## config.mk

```make
export PLATFORM = sky130hd
export DESIGN_NAME = car_traffic_controller_flat
export DESIGN_NICKNAME = d
export VERILOG_FILES = /design/src/rtl/car_traffic_controller_pkg.sv /design/src/rtl/car_traffic_controller_if.sv /design/src/rtl/car_traffic_controller_car_step_alu.sv /design/src/rtl/car_traffic_controller.sv /design/src/flat_wrapper.sv
export SDC_FILE = /design/constraint.sdc
export NUM_CORES = 1
export LEC_CHECK = 0
export CORE_UTILIZATION = 57
export CTS_BUF_LIST = sky130_fd_sc_hd__clkbuf_4 sky130_fd_sc_hd__clkbuf_8 sky130_fd_sc_hd__clkbuf_16
export CTS_CLUSTER_DIAMETER = 30
export DETAILED_ROUTE_END_ITERATION = 10
export PLACE_DENSITY = 0.8
export SLEW_MARGIN = 40
export SYNTH_ARGS = -nofsm -noshare
export SYNTH_HDL_FRONTEND = slang
export SYNTH_SLANG_ARGS = --single-unit
```

## constraint.sdc

```tcl
create_clock -name CLK -period 5.1 [get_ports CLK]
set_clock_uncertainty 0.15 [all_clocks]
set_input_delay 1.02 -clock CLK [delete_from_list [all_inputs] [get_ports CLK]]
set_output_delay 1.02 -clock CLK [all_outputs]
set_load 0.01 [all_outputs]
```

## src/rtl/car_traffic_controller_pkg.sv

```systemverilog
// Shared constants, defaults and state encoding for the car traffic controller.
// Optional build macro CAR_SPAWN_JITTER_EN enables the wrap jitter LFSR.
package car_traffic_controller_pkg;

   localparam int NUM_CARS      = 8;
   localparam int X_W           = 10;
   localparam int LVL_W         = 3;
   localparam int S_W           = 5;
   localparam int H_DISPLAY_DEF = 640;
   localparam int CAR_WIDTH     = 32;
   localparam int MAX_LEVEL_DEF = 7;

   localparam logic [31:0] SPEED_TABLE_DEF = 32'h4321_4321;
   localparam logic [7:0]  DIR_MASK_DEF    = 8'b1010_1010;

   // Field N-1 (10 bits each, car 1 in the LSBs) is the reset X of car N.
   localparam logic [NUM_CARS*X_W-1:0] INIT_X_DEF = {
      10'd320, 10'd3, 10'd639, 10'd0, 10'd636, 10'd0, 10'd630, 10'd1
   };

   localparam logic [15:0] LFSR_SEED = 16'hACE1;
   localparam logic [15:0] LFSR_TAPS = 16'hB400;

   typedef enum logic [1:0] {
      ST_IDLE   = 2'd0,
      ST_UPDATE = 2'd1,
      ST_COMMIT = 2'd2
   } state_e;

   function automatic logic [15:0] lfsr_next(input logic [15:0] v);
      return {1'b0, v[15:1]} ^ (v[0] ? LFSR_TAPS : 16'h0000);
   endfunction

endpackage

```

## src/rtl/car_traffic_controller_if.sv

```systemverilog
// Control/status bundle between the frame timing logic and the car controller.
interface car_traffic_controller_if;
   logic       frame_tick;
   logic       pause;
   logic       level_up;
   logic       level_reset;
   logic [2:0] level;
   logic [9:0] car_x1, car_x2, car_x3, car_x4;
   logic [9:0] car_x5, car_x6, car_x7, car_x8;
   logic       update_done;
   logic       tick_overrun;

   modport master (
      output frame_tick, pause, level_up, level_reset,
      input  level, car_x1, car_x2, car_x3, car_x4,
             car_x5, car_x6, car_x7, car_x8, update_done, tick_overrun
   );

   modport slave (
      input  frame_tick, pause, level_up, level_reset,
      output level, car_x1, car_x2, car_x3, car_x4,
             car_x5, car_x6, car_x7, car_x8, update_done, tick_overrun
   );
endinterface

```

## src/rtl/car_traffic_controller_car_step_alu.sv

```systemverilog
// Single-car position step: moves x by s in direction dir, wrapping modulo H_DISPLAY.
module car_step_alu #(
   parameter int H_DISPLAY = 640
) (
   input  logic [9:0] x,
   input  logic [4:0] s,
   input  logic       dir,
   output logic [9:0] x_next,
   output logic       wrap
);

   localparam logic [10:0] H11 = 11'(H_DISPLAY);
   localparam logic [9:0]  H10 = 10'(H_DISPLAY);

   logic [10:0] sum11;
   logic [9:0]  s10;

   // The 11-bit sum only decides the wrap; the result always fits in 10 bits.
   always_comb begin
      s10    = {5'b0, s};
      sum11  = {1'b0, x} + {6'b0, s};
      wrap   = 1'b0;
      x_next = x;
      if (dir) begin
         wrap   = (sum11 >= H11);
         x_next = wrap ? (x + s10 - H10) : (x + s10);
      end else begin
         wrap   = (x < s10);
         x_next = wrap ? (x + H10 - s10) : (x - s10);
      end
   end

endmodule

```

## src/rtl/car_traffic_controller.sv

```systemverilog
// Per-frame car position updater with atomic commit of all eight positions.
// Build macro CAR_SPAWN_JITTER_EN adds LFSR jitter to wrapped positions.
module car_traffic_controller
   import car_traffic_controller_pkg::*;
#(
   parameter int                        H_DISPLAY    = H_DISPLAY_DEF,
   parameter logic [31:0]               SPEED_TABLE  = SPEED_TABLE_DEF,
   parameter logic [7:0]                DIR_MASK     = DIR_MASK_DEF,
   parameter logic [NUM_CARS*X_W-1:0]   INIT_X_TABLE = INIT_X_DEF,
   parameter int                        MAX_LEVEL    = MAX_LEVEL_DEF
) (
   input logic                      CLK,
   input logic                      RST,
   car_traffic_controller_if.slave  bus
);

   state_e             state_q, state_d;
   logic [2:0]         idx_q, idx_d;
   logic [LVL_W-1:0]   lvl_lat_q, lvl_lat_d;
   logic [LVL_W-1:0]   level_q, level_d;
   logic [X_W-1:0]     shadow_q [NUM_CARS];
   logic [X_W-1:0]     shadow_d [NUM_CARS];
   logic [X_W-1:0]     car_x_q  [NUM_CARS];
   logic [X_W-1:0]     car_x_d  [NUM_CARS];
   logic               update_done_q, update_done_d;
   logic               tick_overrun_q, tick_overrun_d;

   logic [X_W-1:0]     alu_x, alu_xn, step_x;
   logic [S_W-1:0]     alu_s;
   logic               alu_dir, alu_wrap;

   function automatic logic [LVL_W-1:0] sat_inc(input logic [LVL_W-1:0] v);
      return (v >= LVL_W'(MAX_LEVEL)) ? v : v + 1'b1;
   endfunction

   assign alu_x   = shadow_q[idx_q];
   assign alu_s   = {1'b0, SPEED_TABLE[{idx_q, 2'b00} +: 4]} + {2'b00, lvl_lat_q};
   assign alu_dir = DIR_MASK[idx_q];

   car_step_alu #(.H_DISPLAY(H_DISPLAY)) u_step (
      .x      (alu_x),
      .s      (alu_s),
      .dir    (alu_dir),
      .x_next (alu_xn),
      .wrap   (alu_wrap)
   );

`ifdef CAR_SPAWN_JITTER_EN
   localparam logic [10:0] H11 = 11'(H_DISPLAY);
   localparam logic [9:0]  H10 = 10'(H_DISPLAY);

   logic [15:0] lfsr_q, lfsr_d;
   logic [10:0] jit_sum;
   logic [9:0]  jit_x;

   // A wrapped car re-enters offset by up to 15 pixels, folded back into range.
   always_comb begin
      jit_sum = {1'b0, alu_xn} + {7'b0, lfsr_q[3:0]};
      jit_x   = alu_xn + {6'b0, lfsr_q[3:0]};
      if (jit_sum >= H11) jit_x = jit_x - H10;
      step_x  = alu_wrap ? jit_x : alu_xn;
   end
`else
   logic wrap_unused;
   assign wrap_unused = alu_wrap;
   assign step_x      = alu_xn;
`endif

   always_comb begin
      state_d        = state_q;
      idx_d          = idx_q;
      lvl_lat_d      = lvl_lat_q;
      update_done_d  = 1'b0;
      tick_overrun_d = tick_overrun_q;
      for (int i = 0; i < NUM_CARS; i++) begin
         shadow_d[i] = shadow_q[i];
         car_x_d[i]  = car_x_q[i];
      end
`ifdef CAR_SPAWN_JITTER_EN
      lfsr_d = lfsr_q;
`endif

      if (bus.level_reset)   level_d = '0;
      else if (bus.level_up) level_d = sat_inc(level_q);
      else                   level_d = level_q;

      case (state_q)
         ST_IDLE: begin
            // pause only gates the start of an update; it never aborts one.
            if (bus.frame_tick && !bus.pause) begin
               state_d   = ST_UPDATE;
               idx_d     = '0;
               lvl_lat_d = level_q;
               for (int i = 0; i < NUM_CARS; i++) shadow_d[i] = car_x_q[i];
            end
         end
         ST_UPDATE: begin
            shadow_d[idx_q] = step_x;
            idx_d           = idx_q + 3'd1;
            if (idx_q == 3'd7) state_d = ST_COMMIT;
            if (bus.frame_tick) tick_overrun_d = 1'b1;
         end
         ST_COMMIT: begin
            for (int i = 0; i < NUM_CARS; i++) car_x_d[i] = shadow_q[i];
            update_done_d = 1'b1;
            state_d       = ST_IDLE;
`ifdef CAR_SPAWN_JITTER_EN
            lfsr_d = lfsr_next(lfsr_q);
`endif
            if (bus.frame_tick) tick_overrun_d = 1'b1;
         end
         default: state_d = ST_IDLE;
      endcase
   end

   always_ff @(posedge CLK) begin
      if (RST) begin
         state_q        <= ST_IDLE;
         idx_q          <= '0;
         lvl_lat_q      <= '0;
         level_q        <= '0;
         update_done_q  <= 1'b0;
         tick_overrun_q <= 1'b0;
         for (int i = 0; i < NUM_CARS; i++) begin
            shadow_q[i] <= INIT_X_TABLE[i*X_W +: X_W];
            car_x_q[i]  <= INIT_X_TABLE[i*X_W +: X_W];
         end
`ifdef CAR_SPAWN_JITTER_EN
         lfsr_q <= LFSR_SEED;
`endif
      end else begin
         state_q        <= state_d;
         idx_q          <= idx_d;
         lvl_lat_q      <= lvl_lat_d;
         level_q        <= level_d;
         update_done_q  <= update_done_d;
         tick_overrun_q <= tick_overrun_d;
         for (int i = 0; i < NUM_CARS; i++) begin
            shadow_q[i] <= shadow_d[i];
            car_x_q[i]  <= car_x_d[i];
         end
`ifdef CAR_SPAWN_JITTER_EN
         lfsr_q <= lfsr_d;
`endif
      end
   end

   assign bus.level        = level_q;
   assign bus.update_done  = update_done_q;
   assign bus.tick_overrun = tick_overrun_q;
   assign bus.car_x1       = car_x_q[0];
   assign bus.car_x2       = car_x_q[1];
   assign bus.car_x3       = car_x_q[2];
   assign bus.car_x4       = car_x_q[3];
   assign bus.car_x5       = car_x_q[4];
   assign bus.car_x6       = car_x_q[5];
   assign bus.car_x7       = car_x_q[6];
   assign bus.car_x8       = car_x_q[7];

endmodule
```

## src/flat_wrapper.sv

```systemverilog
// flat-port wrapper written by rule: the top's interface ports become plain ports
module car_traffic_controller_flat import car_traffic_controller_pkg::*;
#(
   parameter int                        H_DISPLAY    = H_DISPLAY_DEF,
   parameter logic [31:0]               SPEED_TABLE  = SPEED_TABLE_DEF,
   parameter logic [7:0]                DIR_MASK     = DIR_MASK_DEF,
   parameter logic [NUM_CARS*X_W-1:0]   INIT_X_TABLE = INIT_X_DEF,
   parameter int                        MAX_LEVEL    = MAX_LEVEL_DEF
)
  (CLK, RST, bus_frame_tick, bus_pause, bus_level_up, bus_level_reset, bus_level, bus_car_x1, bus_car_x2, bus_car_x3, bus_car_x4, bus_car_x5, bus_car_x6, bus_car_x7, bus_car_x8, bus_update_done, bus_tick_overrun);
  car_traffic_controller_if bus_i ();
  input logic CLK;
  input logic RST;
  input wire logic [$bits(bus_i.frame_tick)-1:0] bus_frame_tick;
  input wire logic [$bits(bus_i.pause)-1:0] bus_pause;
  input wire logic [$bits(bus_i.level_up)-1:0] bus_level_up;
  input wire logic [$bits(bus_i.level_reset)-1:0] bus_level_reset;
  output wire logic [$bits(bus_i.level)-1:0] bus_level;
  output wire logic [$bits(bus_i.car_x1)-1:0] bus_car_x1;
  output wire logic [$bits(bus_i.car_x2)-1:0] bus_car_x2;
  output wire logic [$bits(bus_i.car_x3)-1:0] bus_car_x3;
  output wire logic [$bits(bus_i.car_x4)-1:0] bus_car_x4;
  output wire logic [$bits(bus_i.car_x5)-1:0] bus_car_x5;
  output wire logic [$bits(bus_i.car_x6)-1:0] bus_car_x6;
  output wire logic [$bits(bus_i.car_x7)-1:0] bus_car_x7;
  output wire logic [$bits(bus_i.car_x8)-1:0] bus_car_x8;
  output wire logic [$bits(bus_i.update_done)-1:0] bus_update_done;
  output wire logic [$bits(bus_i.tick_overrun)-1:0] bus_tick_overrun;
  assign bus_i.frame_tick = bus_frame_tick;
  assign bus_i.pause = bus_pause;
  assign bus_i.level_up = bus_level_up;
  assign bus_i.level_reset = bus_level_reset;
  assign bus_level = bus_i.level;
  assign bus_car_x1 = bus_i.car_x1;
  assign bus_car_x2 = bus_i.car_x2;
  assign bus_car_x3 = bus_i.car_x3;
  assign bus_car_x4 = bus_i.car_x4;
  assign bus_car_x5 = bus_i.car_x5;
  assign bus_car_x6 = bus_i.car_x6;
  assign bus_car_x7 = bus_i.car_x7;
  assign bus_car_x8 = bus_i.car_x8;
  assign bus_update_done = bus_i.update_done;
  assign bus_tick_overrun = bus_i.tick_overrun;
  car_traffic_controller #(.H_DISPLAY(H_DISPLAY), .SPEED_TABLE(SPEED_TABLE), .DIR_MASK(DIR_MASK), .INIT_X_TABLE(INIT_X_TABLE), .MAX_LEVEL(MAX_LEVEL)) u_core (.CLK(CLK), .RST(RST), .bus(bus_i));
endmodule
```

==> summary.md, run 1 <==
| Metric | Value |
|---|---|
| Status | `complete, no violations` |
| Chip width | `between 100 and 150 um` |
| Vias post-DR | `8473` |
| DRC errors left | `0` |
| Synth Register Bits | `176` |
| Crit path to | `u_core.shadow_q[1][9]` |
| Buffers on Ports | `90` |
| Type of origin of the critical path | `flip-flop` |
| Antenna violations before repair | `1` |
| Clock Latency Late Sink | `0.43 ns` |
| Starting Density | `58.4%` |
| CTS H-Tree Depth | `4` |
| Crit Path Category | `flip-flop to flip-flop` |
| CP Data Required Time | `5.28 ns` |
| Most frequent cells in the layout | `dfxtp_1, nor2_1, clkdlybuf4s50_1` |
| CP arrival | `4.84 ns` |
| Die area | `~17000 um^2` |
| Largest net degree at the start of global routing | `90` |
| Number of diodes | `0` |
| Top_reg_cell synth | `dfxtp_1` |
| Max-slew headroom | `38.6%` |
| Crit path max-delay cell type | `fa_1` |
| Worst Slack Setup Final | `0.438 ns` |
| Vias in the first global route | `7819` |
| Dpl cells | `1274` |
| Syn Area/Cell | `9.15 um^2` |
| Nets | `1125` |
| WL final | `28000 um` |
| Reg2reg end | `u_core.shadow_q[1][9]` |
| CTS Root Cell | `clkbuf_16` |
| DIE HEIGHT | `130 um` |
| Fin cells | `1304` |
| Crit end category | `flip-flop` |
| I/O pin total | `91` |
| CTS clock-pin slew for the worst setup and hold paths | `0.06 ns` |
| Worst r2r path cells | `16` |
| CP Max Fanout | `13` |
| Register area share after synthesis | `38.0%` |
| Yosys cell types | `74` |
| CP max stage delay | `0.63 ns` |
| Setup crit start | `u_core.idx_q[0]` |
| Maximum operating frequency | `0.215 GHz` |
| GRT overflow | `0` |
| Clock net sink count | `between 150 and 200` |
| WP depth | `16` |
| Total Routing Usage GR | `34.1%` |
| DR vias/cell | `6.50` |
| Most common cell after layout, fill and taps aside | `dfxtp_1` |
| CTS max path bufs | `2` |
| WHS | `0.318 ns` |
| Number of CTS-inserted buffers | `17` |
| Synth Instances | `1014` |
| Measured slew at the worst slew-check pin | `0.917 ns` |
| Cell area after synthesis | `around 9300 um^2` |
| Final period util | `91.4%` |
| Reg-to-reg startpoint | `u_core.idx_q[0]` |
| First-pass GRT wire length | `roughly 43000 um` |
| HP Class | `flip-flop to flip-flop` |
| TritonCTS clock tree | `done` |
| Core box area | `15900 um^2` |
| Cell Pwr Density | `~320 nW/um^2` |
| Max Cap Violations | `0` |
| Fraction of final layout cells sized beyond drive strength 1 | `approximately a tenth` |
| CP cell instances | `ha_1 -> inv_1 -> fa_1 -> inv_1 -> ha_1 -> inv_1 -> ha_1 -> inv_1 -> fa_1 -> nand2b_1 -> a2111oi_1 -> o31ai_1 -> a311oi_1 -> a211oi_4 -> buf_12 -> o41ai_2` |
| Starting DRT DRC Count | `roughly 940` |
| GPL Wtd Cong | `0.923` |
| Hpwl dp | `19300 um` |
| Post-route ant nets | `0` |
| Warnings from Yosys | `0` |
| Sum of negative setup slack | `0 ns` |
| Layout area overhead | `18.2%` |
| Place WS | `roughly 0.34 ns` |
| Unrepaired setup endpoints after global routing | `false` |
| Drt wl/cell | `21.5 um` |
| Slew Viols, Final | `0` |
| Minimum clock period | `4.66 ns` |
| Number of enable flip-flop cells after synthesis | `0` |
| Pre-Repair DR Iteration Count | `7` |
| Leakage power | `3.90 nW` |
| Final Hold Fails | `0` |
| Row cnt | `46` |
| R2R setup slack | `approximately 0.44 ns` |
| Crit path max-delay family | `adder cells` |
| Async S/R FF share, synth | `0%` |
| Buf/Inv on CP | `5` |
| Worst vdd ir | `0.284 mV` |
| CP dominant cell by count | `inv_1` |
| Post-Syn Nets | `1061` |
| Finish-stage setup viols | `0` |
## cells by family after synthesis
| group | share of synthesized area (%) |
|---|---|
| buffers and inverters | 4.75 |
| XOR/XNOR | 1.15 |
| adder cells (fa/ha/maj) | 6.01 |
| AND/OR/NAND/NOR | 14.2 |
| AO/OA/AOI/OAI | 20.7 |
| flip-flops | 38.0 |
| multiplexers | 15.2 |
## tightest hold or removal path, cell delays in order, from the launching register on
cell and delay, ns:
dfxtp_1 0.32, nand2_1 0.05, a21oi_1 0.05
## report_power, final
group          total (mW)  leakage, nW  internal [mW]  switching [mW]
logic               0.774         2.20          0.269           0.504
registers            1.46         1.43           1.42          0.0451
clock network        1.29        0.278          0.746           0.541
total                3.53         3.90           2.44            1.09
## routing by layer
layer  up-vias  GRT usage [%]  routed length (um)
met5         -              0                   0
met4         0           13.2                 830
met3        71           8.96                2930
met2       519           51.1               12600
met1      4027           46.8               11700
li1       3856              -                   -
## stage by stage
stage / util [%] / total power, mW / instance area [um^2]
after global routing: 69.0 / 3.64 / 11000
final: 69.0 / 3.53 / 11000
after detailed placement: 65.3 / 2.21 / 10400
after CTS: 68.9 / 3.48 / 10900
after floorplan: - / 1.98 / 9280
after global placement: 65.1 / 2.20 / 10300
## worst min-delay path by stage
stage	to	startpoint	slack, ns	cells past startpoint
after floorplan	u_core.lvl_lat_q[0]	u_core.lvl_lat_q[0]	0.29	2
after global placement	u_core.bus.tick_overrun	u_core.bus.tick_overrun	0.30	2
after detailed placement	u_core.lvl_lat_q[2]	u_core.lvl_lat_q[2]	0.31	2
after CTS	u_core.lvl_lat_q[2]	u_core.lvl_lat_q[2]	0.31	2
after global routing	u_core.lvl_lat_q[2]	u_core.lvl_lat_q[2]	0.33	2
final	u_core.lvl_lat_q[2]	u_core.lvl_lat_q[2]	0.32	2
## area by class of cell
| type | instances | area, um^2 |
|---|---|---|
| Multi-Input combinational cell | 730 | 5350 |
| Fill cell | 1219 | 4920 |
| Sequential cell | 176 | 3520 |
| Timing Repair Buffer | 115 | 1100 |
| Clock buffer | 20 | 460 |
| Tap cell | 216 | 270 |
| Inverter | 38 | 153 |
| Clock inverter | 9 | 111 |
## synth_stat cells (6+ instances only)
master,n,area [um^2]
buf_1,9,33.8
o221ai_1,7,61.3
mux2i_1,86,861
nor2b_1,13,81.3
fa_1,6,120
o21ai_0,49,245
mux4_2,16,360
nand2b_1,9,56.3
o22ai_1,14,87.6
and3_1,10,62.6
clkbuf_1,53,199
a31oi_1,15,93.8
nor2_1,127,477
o211ai_1,15,113
nand3_1,17,85.1
a21o_1,6,45.0
inv_1,34,128
a22oi_1,17,128
o21ai_1,9,45.0
dfxtp_1,176,3520
a21oi_1,58,290
nand2_1,68,255
ha_1,35,438
a221oi_1,20,175
a32oi_1,6,52.6
a211oi_1,17,128
nor3_1,15,75.1
## what timing repair did
item                       CTS  global route
setup endpoints to repair    0             8
setup buffers                0             1
hold buffers                 0             0
gates resized for setup      0             1
## state kept, by name (all words and copies together) (netlist names), named ones only
signal,count
u_core.alu_dir,1
u_core.bus.level,3
u_core.bus.tick_overrun,1
u_core.bus.update_done,1
u_core.car_x_q,80
u_core.idx_q,3
u_core.lvl_lat_q,3
u_core.shadow_q,80
u_core.state_q,2
No activity file was read; power rests on OpenSTA's default activity.
==> run 2: changes to the inputs <==
- CORE_MARGIN: default -> 2
- MAX_ROUTING_LAYER: default -> met4
==> run 2 against run 1 <==
Register-to-register slack worse by 0.16 ns. Clock power decreased by 3%. Via count shrank 0.65%. Critical path type unchanged. Largest cell class unchanged.
==> summary.md, run 2 (synthesized netlist as in run 1, its figures left out) <==
| Metric | Value |
|---|---|
| Fin area | `11000 um^2 (-0.16%)` |
| Measured slew at the worst slew-check pin | `0.934 ns (+0.0170 ns)` |
| Post-CTS Hold Buffers | `0 (unchanged)` |
| Clock Latency Late Sink | `0.43 ns (about the same)` |
| Post-route ant nets | `0 (unchanged)` |
| GRT overflow | `0 (unchanged)` |
| Max Cap Violations | `0 (unchanged)` |
| Max-slew headroom | `37.5% (-1.1 points)` |
| DRC errors left | `0 (unchanged)` |
| DR vias/cell | `6.44 (-0.88%)` |
| Starting Density | `58.4% (unchanged)` |
| Starting DRT DRC Count | `982 (+4.6%)` |
| Final period util | `94.5% (+3.1 points)` |
| Core box area | `15900 um^2 (unchanged)` |
| Die area | `17300 um^2 (+3.1%)` |
| Final Hold Fails | `0 (unchanged)` |
| Vias in the first global route | `7962 (+1.8%)` |
| Sum of negative setup slack | `0 ns (unchanged)` |
| TritonCTS clock tree | `done` |
| Cell Pwr Density | `316 nW/um^2 (-1.7%)` |
| Placed cell area | `10400 um^2 (+0.12%)` |
| CTS Root Cell | `clkbuf_16` |
| Final-layout fill cell count | `1250 (+2.5%)` |
| Crit Path Category | `flip-flop to flip-flop` |
| Most common cell after layout, fill and taps aside | `dfxtp_1` |
| Status | `complete, no violations` |
| CTS max path bufs | `2 (unchanged)` |
| Fraction of final layout cells sized beyond drive strength 1 | `9.99% (+0.25 points)` |
| Pre-Repair DR Iteration Count | `7 (unchanged)` |
| CTS clock-pin slew for the worst setup and hold paths | `0.07 ns (about the same)` |
| CP cell instances | `ha_1 -> inv_1 -> fa_1 -> inv_1 -> ha_1 -> inv_1 -> ha_1 -> inv_1 -> fa_1 -> nand2b_1 -> a2111oi_0 -> o31ai_1 -> a21oi_1 -> a311oi_1 -> a211oi_4 -> o21ai_0` |
| Hpwl dp | `19600 um (+2.0%)` |
| Vias post-DR | `8418 (-0.65%)` |
| DIE HEIGHT | `132 um (+1.5%)` |
| Clock net sink count | `176 (unchanged)` |
| Finish-stage setup viols | `0 (unchanged)` |
| Buf/Inv on CP | `4 (-1)` |
| Maximum operating frequency | `0.207 GHz (-3.3%)` |
| Buffers on Ports | `90 (unchanged)` |
| # Post-CTS Setup Buffers | `0 (unchanged)` |
| Worst vdd ir | `0.267 mV (-5.9%)` |
| Chip width | `132 um (+1.5%)` |
| CP max stage delay | `0.65 ns (+0.02 ns)` |
| CTS resizes | `0 (unchanged)` |
| Minimum clock period | `4.82 ns (+0.158 ns)` |
| CP Max Fanout | `13 (unchanged)` |
| Crit path max-delay cell type | `fa_1` |
| WL final | `28100 um (+0.18%)` |
| Largest registers | `u_core.car_x_q (80), u_core.shadow_q (80)` |
| Unrepaired setup endpoints after global routing | `false` |
| Number of diodes | `0 (unchanged)` |
| Final core utilization | `68.9% (-0.11 points)` |
| Number of CTS-inserted buffers | `17 (unchanged)` |
| Drt wl/cell | `21.5 um (about the same)` |
| Total Routing Usage GR | `33.2% (-0.83 points)` |
| I/O pin total | `91 (unchanged)` |
| First-pass GRT wire length | `44500 um (+2.5%)` |
| Type of origin of the critical path | `flip-flop` |
| HP Class | `flip-flop to flip-flop` |
| GPL Wtd Cong | `0.939 (+1.8%)` |
| Crit path max-delay family | `adder cells` |
| CP arrival | `4.96 ns (+0.12 ns)` |
| Most frequent cells in the layout | `dfxtp_1, nor2_1, clkdlybuf4s50_1` |
| Layout area overhead | `18.0%` |
| Largest net degree at the start of global routing | `105 (+17%)` |
| Slew Viols, Final | `0 (unchanged)` |
| CTS H-Tree Depth | `4 (unchanged)` |
| Leakage power | `3.90 nW (about the same)` |
| Antenna violations before repair | `0 (-1)` |
| CP dominant cell by count | `inv_1` |
| CP Data Required Time | `5.24 ns (-0.04 ns)` |
| Power, Total | `3.46 mW (-1.9%)` |
| Nets | `1125 (unchanged)` |
| Crit end category | `flip-flop` |
| Row cnt | `46 (unchanged)` |
## run 2: metrics by stage
step,setup WS [ns],hold slack [ns],instances
4_1_cts,0.324,0.328,1307
3_3_place_gp,0.487,0.302,1274
5_1_grt,0.00407,0.351,1307
3_5_place_dp,0.331,0.322,1275
2_1_floorplan,0.636,0.291,1014
6_report,0.280,0.332,1307
## run 2: power breakdown
part	total (mW)	switching, mW	internal [mW]
clock	1.25	0.570	0.680
combinational	0.744	0.492	0.253
sequential	1.47	0.0458	1.42
## run 2: tightest hold or removal path, delay by kind of cell, from the launching register on
family             cells  cell delay (ns)
DFF                    1             0.33
and+or+nand+nor        1             0.06
AOI/OAI and AO/OA      1             0.05
## run 2: worst paths after layout
path                                           from  cells after the start  slack, ns                    end
worst max-delay path                u_core.idx_q[0]                     16       0.28  u_core.shadow_q[0][9]
worst max register to register      u_core.idx_q[0]                     16       0.28  u_core.shadow_q[0][9]
worst min register to register  u_core.lvl_lat_q[0]                      2       0.33    u_core.lvl_lat_q[0]
worst min-delay path            u_core.lvl_lat_q[0]                      2       0.33    u_core.lvl_lat_q[0]
## run 2: metal layers
metal	GRT usage, %	up-vias	part of all wire, %
met5	-	-	0
met4	11.2	0	3.0
met3	6.17	78	9.4
met2	50.8	507	45
met1	44.6	3979	43
li1	-	3854	-
## run 2: final cells by class
type / count / area [um^2] / area share, %
Clock buffer: 22 / 482 / 4.40
Clock inverter: 10 / 76.3 / 0.697
Inverter: 38 / 150 / 1.37
Multi-Input combinational cell: 730 / 5350 / 48.8
Sequential cell: 176 / 3520 / 32.2
Tap cell: 216 / 270 / 2.47
Timing Repair Buffer: 115 / 1100 / 10.1
==> run 3: changes to the inputs <==
- ABC_AREA: default -> 1
==> run 3 against run 2 <==
Total power increased by 130%. Largest power group is now combinational cells. Sequential power rose by 56%. Die area shrank 3.1%. Largest cell class unchanged. Synthesized area fell by 3.2%. Critical endpoint is now u_core.shadow_q[7][6].
==> summary.md, run 3 <==
| Metric | Value |
|---|---|
| Max-slew headroom | `40.3% (+2.8 points)` |
| DIE HEIGHT | `130 um (-1.6%)` |
| # Post-CTS Setup Buffers | `0 (unchanged)` |
| I/O pin total | `91 (unchanged)` |
| Crit path max-delay cell type | `fa_1` |
| DR vias/cell | `6.10 (-5.3%)` |
| Antenna violations before repair | `0 (unchanged)` |
| Starting Density | `58.6% (+0.22 points)` |
| Max Cap Violations | `0 (unchanged)` |
| Cell Pwr Density | `766 nW/um^2 (+140%)` |
| CP Max Fanout | `9 (-4)` |
| DRC errors left | `0 (unchanged)` |
| Final-layout fill cell count | `1370 (+9.6%)` |
| Pre-Repair DR Iteration Count | `6 (-1)` |
| CP dominant cell by count | `nand2_1` |
| Number of diodes | `0 (unchanged)` |
| Share of the synthesized area in the top cell type | `39.2% (+1.3 points)` |
| Status | `complete, no violations` |
| Maximum operating frequency | `0.230 GHz (+11%)` |
| Leakage power | `4.60 nW (+18%)` |
| Crit path max-delay family | `adder cells` |
| Measured slew at the worst slew-check pin | `0.892 ns (-0.0420 ns)` |
| Chip width | `130 um (-1.6%)` |
| Sum of negative setup slack | `0 ns (unchanged)` |
| Final period util | `85.3% (-9.2 points)` |
| Vias in the first global route | `8740 (+9.8%)` |
| Post-route ant nets | `0 (unchanged)` |
| CP max stage delay | `0.61 ns (-0.04 ns)` |
| Cell area after synthesis | `8980 um^2 (-3.2%)` |
| GPL Wtd Cong | `1.03 (+9.8%)` |
| CP Data Required Time | `5.29 ns (+0.05 ns)` |
| Buffers on Ports | `90 (unchanged)` |
| Post-CTS Hold Buffers | `0 (unchanged)` |
| First-pass GRT wire length | `46800 um (+5.1%)` |
| CP cell instances | `ha_1 -> inv_1 -> fa_1 -> xnor2_1 -> inv_1 -> ha_1 -> fa_1 -> nand3_1 -> nand3_1 -> nand2_1 -> nand2_1 -> a21oi_1 -> or2_2 -> nand3_1 -> o211ai_1 -> nand2_1 -> inv_1 -> nand2_1 -> o21ai_0 -> nand2_1 -> nand2_1` |
| Row cnt | `45 (-2.2%)` |
| Layout area overhead | `17.6%` |
| Type of origin of the critical path | `flip-flop` |
| Minimum clock period | `4.35 ns (-0.469 ns)` |
| Crit end category | `flip-flop` |
| Async S/R FF share, synth | `0% (unchanged)` |
| Slew Viols, Final | `0 (unchanged)` |
| Syn Area/Cell | `7.06 um^2 (-23%)` |
| CTS max path bufs | `2 (unchanged)` |
| Synth Instances | `1273 (+26%)` |
| CP arrival | `4.54 ns (-0.42 ns)` |
| Die area | `16800 um^2 (-3.1%)` |
| Final Hold Fails | `0 (unchanged)` |
| Worst vdd ir | `0.373 mV (+40%)` |
| Post-Syn Nets | `1320 (+24%)` |
| Largest registers | `u_core.car_x_q (80), u_core.shadow_q (80)` |
| Core box area | `15300 um^2 (-3.6%)` |
| Commonest cells in the netlist | `nand2_1, dfxtp_1, o21ai_0, a21oi_1, nor2_1` |
| Starting DRT DRC Count | `1176 (+20%)` |
| Fraction of final layout cells sized beyond drive strength 1 | `6.11% (-3.9 points)` |
| Unrepaired setup endpoints after global routing | `false` |
| Number of enable flip-flop cells after synthesis | `0 (unchanged)` |
| Warnings from Yosys | `0 (unchanged)` |
| Most common cell after layout, fill and taps aside | `nand2_1` |
| WL final | `29900 um (+6.7%)` |
| Most frequent cells in the layout | `nand2_1, dfxtp_1, o21ai_0` |
| Synth Register Bits | `176 (unchanged)` |
| Drt wl/cell | `19.3 um (-10%)` |
| HP Class | `flip-flop to flip-flop` |
| Crit Path Category | `flip-flop to flip-flop` |
| Yosys cell types | `41 (-45%)` |
| Top_reg_cell synth | `dfxtp_1` |
| Buf/Inv on CP | `3 (-1)` |
| CTS Root Cell | `clkbuf_16` |
| TritonCTS clock tree | `done` |
| Nets | `1376 (+22%)` |
| CTS H-Tree Depth | `4 (unchanged)` |
| Clock net sink count | `176 (unchanged)` |
| Vias post-DR | `9468 (+12%)` |
| Register area share after synthesis | `39.2% (+1.3 points)` |
| Synth area leader | `dfxtp_1` |
| WHS | `0.326 ns (-0.00620 ns)` |
| GRT overflow | `0 (unchanged)` |
| Number of CTS-inserted buffers | `17 (unchanged)` |
| Cell with the most instances after synthesis | `nand2_1` |
| CTS resizes | `0 (unchanged)` |
| CTS clock-pin slew for the worst setup and hold paths | `0.07 ns (about the same)` |
| Clock Latency Late Sink | `0.44 ns (about the same)` |
| Hpwl dp | `20000 um (+1.6%)` |
| Area contributors post-synth | `dfxtp_1, nand2_1, o21ai_0, a21oi_1, nor2_1` |
| Largest net degree at the start of global routing | `116 (+10%)` |
| Total Routing Usage GR | `37.3% (+4.1 points)` |
| Finish-stage setup viols | `0 (unchanged)` |
==> run 3: cell count changes in the layout (fill, tap and decap cells not counted), sizes merged, moves of 14 or more <==
cell and change:
a21oi +101, nand2 +186, a211oi -16, inv +68, mux2i -90, o21ai +126, mux4 -18, nand3 +64
a221oi -14
==> run 3: power by group <==
part / switching [mW] / internal (mW)
Combinational: 3.04 / 1.51
Clock: 0.603 / 0.636
Sequential: 0.419 / 1.88
==> run 3: through the flow <==
step	cells	power, mW	cell area (um^2)	util (%)	setup WS [ns]
2_1_floorplan	1273	4.91	8980	-	1.44
3_3_place_gp	1521	6.61	10000	65.4	0.963
3_5_place_dp	1521	6.69	10000	65.4	0.875
4_1_cts	1553	7.93	10600	68.9	0.849
5_1_grt	1553	8.55	10600	68.9	0.485
6_report	1553	8.09	10600	68.9	0.749
==> run 3: logic make-up (layout without fill, tap and decap cells) <==
logic type / after synthesis / in the layout / synth area share (%)
compound gates: 392 / 392 / 23.8
fa+ha+maj: 41 / 41 / 6.21
buf+inv: 181 / 250 / 7.93
simple gates: 470 / 470 / 21.5
flops: 176 / 176 / 39.2
xor+xnor: 13 / 13 / 1.35
==> run 3: per-layer routing <==
| metal | up-vias | part of all wire (%) | global-route usage (%) |
|---|---|---|---|
| met2 | 605 | 45 | 56.2 |
| li1 | 4357 | - | - |
| met5 | - | 0 | - |
| met4 | 0 | 4.9 | 19.9 |
| met3 | 123 | 10 | 7.80 |
| met1 | 4383 | 40 | 47.2 |
==> run 3: cell type report <==
cell class	instances	area, um^2	area share (%)
timing repair buffer	109	1070	10.1
clock inverter	14	108	1.02
sequential	176	3520	33.4
multi-input combinational	916	4750	45.0
clock buffer	18	433	4.10
inverter	109	410	3.89
tap	211	264	2.50
==> run 3: worst paths after layout <==
kind                  startpoint  depth (start not counted)                     to  slack, ns
min          u_core.lvl_lat_q[2]                          2    u_core.lvl_lat_q[2]       0.33
max              u_core.idx_q[0]                         21  u_core.shadow_q[7][6]       0.75
min reg2reg  u_core.lvl_lat_q[2]                          2    u_core.lvl_lat_q[2]       0.33
max reg2reg      u_core.idx_q[0]                         21  u_core.shadow_q[7][6]       0.75
==> run 3: worst min-delay path, stage by stage, from the launching register on <==
cell     delay, ns
dfxtp_1       0.33
inv_1         0.06
a21oi_1       0.05
